### config.mk
export PLATFORM = sky130hd
export DESIGN_NAME = fetch_stage
export DESIGN_NICKNAME = d
export VERILOG_FILES = /design/src/rtl/fetch_stage.sv
export SDC_FILE = /design/constraint.sdc
export NUM_CORES = 1
export LEC_CHECK = 0
export CORE_UTILIZATION = 60
export DETAILED_ROUTE_END_ITERATION = 7
export DONT_BUFFER_PORTS = 1
export PLACE_DENSITY = 0.75
export SETUP_SLACK_MARGIN = 0.3
export SLEW_MARGIN = 20
export SYNTH_ARGS = -nofsm -noshare
export SYNTH_HDL_FRONTEND = slang
export SYNTH_SLANG_ARGS = --single-unit
export TNS_END_PERCENT = 20
### constraint.sdc
create_clock -name clk -period 3.5 [get_ports clk]
set_input_delay 0.7 -clock clk [delete_from_list [all_inputs] [get_ports clk]]
set_output_delay 0.7 -clock clk [all_outputs]
set_load 0.02 [all_outputs]
### src/rtl/fetch_stage.sv
// RV32 instruction fetch: owns fetch PC, issues one-outstanding word fetches, fills IF/ID.
// Zero-wait memory: instr on id_* 2 cycles after imem_req; decode stall parks a response in a 1-entry skid (HOLD).
module fetch_stage #(
   parameter int PC_W  = 9,
   parameter int INS_W = 32
) (
   input  logic             clk,
   input  logic             reset,
   input  logic             PcSel,
   input  logic [31:0]      BrPC,
   input  logic             stall,
   output logic             imem_req,
   output logic [PC_W-1:0]  imem_addr,
   input  logic             imem_gnt,
   input  logic             imem_rvalid,
   input  logic [INS_W-1:0] imem_rdata,
   output logic [PC_W-1:0]  id_pc,
   output logic [INS_W-1:0] id_instr,
   output logic             id_valid
);

   localparam logic [INS_W-1:0] NOP = INS_W'(32'h0000_0013);

   typedef enum logic [1:0] {HOLD, REQ, WAIT, KILL} state_t;

   state_t           state;
   logic [PC_W-1:0]  fetch_pc;
   logic [PC_W-1:0]  req_pc;
   logic [PC_W-1:0]  skid_pc;
   logic [INS_W-1:0] skid_instr;
   logic             skid_full;

   logic [PC_W-1:0]  br_target;
   logic             id_load;
   logic             resp_acc;
   logic             resp_to_skid;
   logic             skid_drain;
   logic             skid_full_nxt;
   logic             unused_br;

   assign br_target = {BrPC[PC_W-1:2], 2'b00};
   assign unused_br = ^{BrPC[31:PC_W], BrPC[1:0]};

   assign imem_req  = (state == REQ);
   assign imem_addr = fetch_pc;

   // A redirect kills any response arriving in the same cycle.
   assign id_load      = (!stall || !id_valid) && !PcSel;
   assign resp_acc     = (state == WAIT) && imem_rvalid && !PcSel;
   assign skid_drain   = id_load && skid_full;
   assign resp_to_skid = resp_acc && (!id_load || skid_full);

   always_comb begin
      skid_full_nxt = 1'b0;
      if (!PcSel)
         skid_full_nxt = (skid_full && !id_load) || resp_to_skid;
   end

   always_ff @(posedge clk or negedge reset) begin
      if (!reset) begin
         state      <= HOLD;
         fetch_pc   <= '0;
         req_pc     <= '0;
         skid_full  <= 1'b0;
         skid_pc    <= '0;
         skid_instr <= '0;
         id_valid   <= 1'b0;
         id_pc      <= '0;
         id_instr   <= NOP;
      end else begin
         // IF/ID register: skid entry is older than any live response
         if (PcSel) begin
            id_valid <= 1'b0;
         end else if (id_load) begin
            if (skid_full) begin
               id_pc    <= skid_pc;
               id_instr <= skid_instr;
               id_valid <= 1'b1;
            end else if (resp_acc) begin
               id_pc    <= req_pc;
               id_instr <= imem_rdata;
               id_valid <= 1'b1;
            end else begin
               id_valid <= 1'b0;
            end
         end

         skid_full <= skid_full_nxt;
         if (resp_to_skid) begin
            skid_pc    <= req_pc;
            skid_instr <= imem_rdata;
         end

         case (state)
            REQ: begin
               if (imem_gnt) begin
                  req_pc   <= fetch_pc;
                  fetch_pc <= PcSel ? br_target : fetch_pc + PC_W'(4);
                  state    <= PcSel ? KILL : WAIT;
               end else if (PcSel) begin
                  fetch_pc <= br_target;
               end
            end
            WAIT: begin
               if (PcSel) begin
                  fetch_pc <= br_target;
                  state    <= imem_rvalid ? REQ : KILL;
               end else if (imem_rvalid) begin
                  state <= skid_full_nxt ? HOLD : REQ;
               end
            end
            KILL: begin
               // The in-flight response belongs to the squashed path.
               if (PcSel)
                  fetch_pc <= br_target;
               if (imem_rvalid)
                  state <= REQ;
            end
            HOLD: begin
               if (PcSel) begin
                  fetch_pc <= br_target;
                  state    <= REQ;
               end else if (!skid_full || skid_drain) begin
                  state <= REQ;
               end
            end
            default: state <= HOLD;
         endcase
      end
   end

endmodule

==> flow_metrics.py <==
metrics = {
    "cells_and_area": {
        "final-seq-area_mm2": 0.00261,
        "finish.net_count": 434,
        "layoutNonFillerInstCount": 462,
        "fin_area_mm2": 0.00491,
        "nFillCells": 560,
        "final_core_density": 0.663,
        "area_delta_synth_final_pct": 5.00,
        "final_layout_size_suffix_gt1_frac": 0.314,
        "multi_input_area_mm2": 0.00191,
        "insertedDiodeCount": 0,
    },
    "global_route": {
        "grt_busiest_layer": "met2",
        "number_of_antenna_violations_at_the_first_check_in_global_routing": 0,
        "grt_pass1_wl_um": 13100,
        "grt_util_all_layers": 0.203,
        "grt.met3_usage": 0.0682,
        "globalRouteMet1Util": 0.259,
        "global_route.usage.met2": 0.319,
        "grt_max_degree": 105,
        "grt_overflow": 0,
        "first_global_vias": 2628,
    },
    "sta": {
        "report.final.slew_viol_count": 0,
        "grt_setup_unrepaired": "no",
        "timing.max_slew.rel_slack": 0.484,
        "report.final.setup_viol": 0,
        "fin_setup_tns_ps": 0,
        "maximum_clock_skew_at_final_layout_ps": 7.92,
        "timing.final.crit_share": 0.604,
        "timing_worst_slew_pin_value_ps": 773,
        "hold_viol": 0,
        "fmax_ghz": 0.473,
        "timing.final.crit_period_ps": 2110,
    },
    "logic_synthesis": {
        "synth.top_cell.area_share": 0.540,
        "postSynth.topFlopCell": "sky130_fd_sc_hd__dfrtp_1",
        "count_of_unique_library_cells_instantiated_by_yosys": 33,
        "post_synth.cell_area_avg_um2": 12.9,
        "synth.yosys.warnings": 0,
        "yosys-top-cells-area": "sky130_fd_sc_hd__dfrtp_1, sky130_fd_sc_hd__mux2_2, sky130_fd_sc_hd__mux2i_1",
        "synth-edff-count": 0,
        "synth_nets": 439,
        "post_synth_instance_area_mm2": 0.00468,
        "post-synth-top-area-cell": "sky130_fd_sc_hd__dfrtp_1",
        "postSynthRegisterBits": 104,
        "synthesis.instances": 363,
        "postSynth.asyncResetShare": 1.00,
        "synth_sequential_area_ratio": 0.557,
    },
    "outcome": {
        "status": "completed",
    },
    "floorplanning": {
        "design.die.area_mm2": 0.00816,
        "design.core.area_mm2": 0.00741,
        "die-width_um": 90.3,
        "initial_utilization": 0.632,
        "floorplan.die.height_um": 90.3,
        "site_row_count": 31,
        "io_pins": 122,
    },
    "drt": {
        "route.detailed.drc": 0,
        "detail_route.vias_per_cell": 5.58,
        "first_drt_iteration_drcs": 167,
        "drt_pass1_iterations": 4,
        "count_of_antenna_violating_nets_left_after_detailed_routing": 0,
        "finalWirelength_um": 7690,
        "average_routed_wire_per_standard_cell_um": 16.7,
        "total_number_of_vias": 2579,
    },
    "power_and_ir_drop": {
        "clock_power_share": 0.213,
        "fin_total_pwr_mw": 3.77,
        "sw_frac_of_total": 0.363,
        "powerDensity_mw_per_mm2": 768,
        "leakage_power_of_the_design_nw": 2.07,
        "power.net_switching_mw": 1.37,
        "cellInternalPower_mw": 2.40,
        "sequential_cell_fraction_of_total_power": 0.582,
        "pwr-share-comb": 0.205,
        "worst_vdd_ir_uv": 374,
    },
    "critical_path": {
        "reg2reg_slack_ps": 1390,
        "regToRegEndpoint": "skid_instr[11]",
        "cp_max_fo": 41,
        "cp-start-kind": "register",
        "critical_path_end_type": "register",
        "cp.arrival_ps": 2360,
        "path_class": "reg2reg",
        "worst-r2r-cell-count": 6,
        "critical_path.top_delay_family": "buffers and inverters",
        "worstPathRequired_ps": 3740,
        "slowest_delay_ps": 480,
        "highest_delay_cell_along_the_critical_path": "sky130_fd_sc_hd__buf_4",
        "critical_path.cell_chain": "inv_1, ha_1, nand2_2, nor3_4, buf_4, mux2_2",
        "cp.buffers_inverters": 2,
        "worst_r2r_startpoint": "state[0]",
    },
    "clock_tree": {
        "cts_h_tree_depth": 3,
        "root_buffer": "sky130_fd_sc_hd__clkbuf_8",
        "clk_pin_slew_ps": 90,
        "clock_tree.buffer_depth": 2,
        "numClockSinks": 104,
        "insertion_delay_ps": 360,
        "tritoncts": "yes",
        "cts_inserted_buffers": 9,
    },
    "placement": {
        "dp_hpwl_um": 4830,
        "place_congestion": 0.775,
        "placement.io_buffers": 0,
        "dpl-instance-area_mm2": 0.00469,
        "dp.cells": 445,
    },
    "worst_hold_path": {
        "hp-class": "in2async",
    },
    "run": {
        "drv_cap": 0,
    },
}
-- synth_stat cells, types with 2 or more instances --
library cell,n
sky130_fd_sc_hd__nand2_1,13
sky130_fd_sc_hd__nor2_1,44
sky130_fd_sc_hd__dfrtp_1,101
sky130_fd_sc_hd__inv_1,4
sky130_fd_sc_hd__nand3_1,2
sky130_fd_sc_hd__buf_1,2
sky130_fd_sc_hd__a21oi_1,4
sky130_fd_sc_hd__mux2i_1,43
sky130_fd_sc_hd__and2_1,2
sky130_fd_sc_hd__xor2_1,2
sky130_fd_sc_hd__mux2_1,2
sky130_fd_sc_hd__o21ai_0,8
sky130_fd_sc_hd__ha_1,6
sky130_fd_sc_hd__buf_2,2
sky130_fd_sc_hd__clkbuf_1,4
sky130_fd_sc_hd__a21oi_2,39
sky130_fd_sc_hd__nor3_1,2
sky130_fd_sc_hd__buf_6,7
sky130_fd_sc_hd__nor2b_1,3
sky130_fd_sc_hd__buf_4,5
sky130_fd_sc_hd__xnor2_1,4
sky130_fd_sc_hd__maj3_1,2
sky130_fd_sc_hd__mux2_2,50
sky130_fd_sc_hd__dfstp_2,3
-- worst max-delay path by stage --
| stage | start | end | slack [ps] | depth (start not counted) |
|---|---|---|---|---|
| after global routing | skid_full | id_instr[1] | 1260 | 6 |
| after global placement | stall | skid_instr[10] | 1300 | 5 |
| after floorplan | stall | skid_instr[0] | 1660 | 5 |
| after detailed placement | stall | skid_instr[11] | 1280 | 5 |
| after CTS | skid_full | id_instr[23] | 1370 | 6 |
| final | state[0] | skid_instr[11] | 1390 | 6 |
-- layout make-up --
class | count | share of cell area
flip-flops and latches | 104 | 0.531
clock buffers | 11 | 0.0267
repair buffers | 4 | 0.00917
clock inverters | 5 | 0.0166
multi-input cells | 234 | 0.388
well taps | 99 | 0.0252
inverters | 5 | 0.00382
-- worst reg2reg max path, cell delays in order (launching register included) --
cell	delay, ps
sky130_fd_sc_hd__dfrtp_1	440
sky130_fd_sc_hd__inv_1	100
sky130_fd_sc_hd__ha_1	230
sky130_fd_sc_hd__nand2_2	140
sky130_fd_sc_hd__nor3_4	180
sky130_fd_sc_hd__buf_4	480
sky130_fd_sc_hd__mux2_2	440
-- repair_timing --
action,4_1_cts,5_1_grt
resized for setup,0,0
endpoints found under the hold margin,0,10
hold buffers,0,1
setup buffers,0,0
-- flip-flops by register name (all words and copies together), names as in the netlist --
register    count
imem_addr       9
id_instr       32
skid_full       1
state           2
skid_pc         9
req_pc          9
id_valid        1
id_pc           9
skid_instr     32
-- placed cells by master, fill, tap and decap left out, types with 6 or more instances in the layout --
cell type,Yosys,routed
sky130_fd_sc_hd__nand2_1,13,13
sky130_fd_sc_hd__ha_1,6,6
sky130_fd_sc_hd__a21oi_2,39,39
sky130_fd_sc_hd__nor2_1,44,44
sky130_fd_sc_hd__dfrtp_1,101,100
sky130_fd_sc_hd__clkbuf_8,0,9
sky130_fd_sc_hd__o21ai_0,8,8
sky130_fd_sc_hd__mux2_2,50,50
sky130_fd_sc_hd__mux2i_1,43,43
-- cells by family (layout without fill, tap and decap cells) --
| group | count (synthesis) | count (layout) | synth area share |
|---|---|---|---|
| AO/OA/AOI/OAI | 55 | 55 | 0.0944 |
| XOR/XNOR | 6 | 6 | 0.0112 |
| adder cells (fa/ha/maj) | 8 | 8 | 0.0203 |
| buffers and inverters | 25 | 25 | 0.0358 |
| flip-flops | 104 | 104 | 0.557 |
| multiplexers | 95 | 95 | 0.217 |
| AND/OR/NAND/NOR | 70 | 70 | 0.0642 |
-- power by group through the flow --
stage	Clock (mW)	Combinational, mW	Sequential [mW]
after floorplan	0	0.711	2.13
after global placement	0	0.743	2.21
after global routing	0.874	0.872	2.25
after CTS	0.826	0.784	2.20
after detailed placement	0	0.784	2.23
final	0.805	0.773	2.19
-- routing by layer --
layer	up-vias	wire, um
met1	1252	3290
met5	-	0
met2	75	3620
met4	0	151
met3	13	632
li1	1239	-
-- stage by stage --
| step | hold slack (ps) | setup WS (ps) |
|---|---|---|
| 2_1_floorplan | 404 | 1660 |
| 3_3_place_gp | 407 | 1300 |
| 3_5_place_dp | 407 | 1280 |
| 4_1_cts | 2.95 | 1370 |
| 5_1_grt | 0.971 | 1260 |
| 6_report | 27.0 | 1390 |
Note: power is estimated with default switching activity, not from simulation.
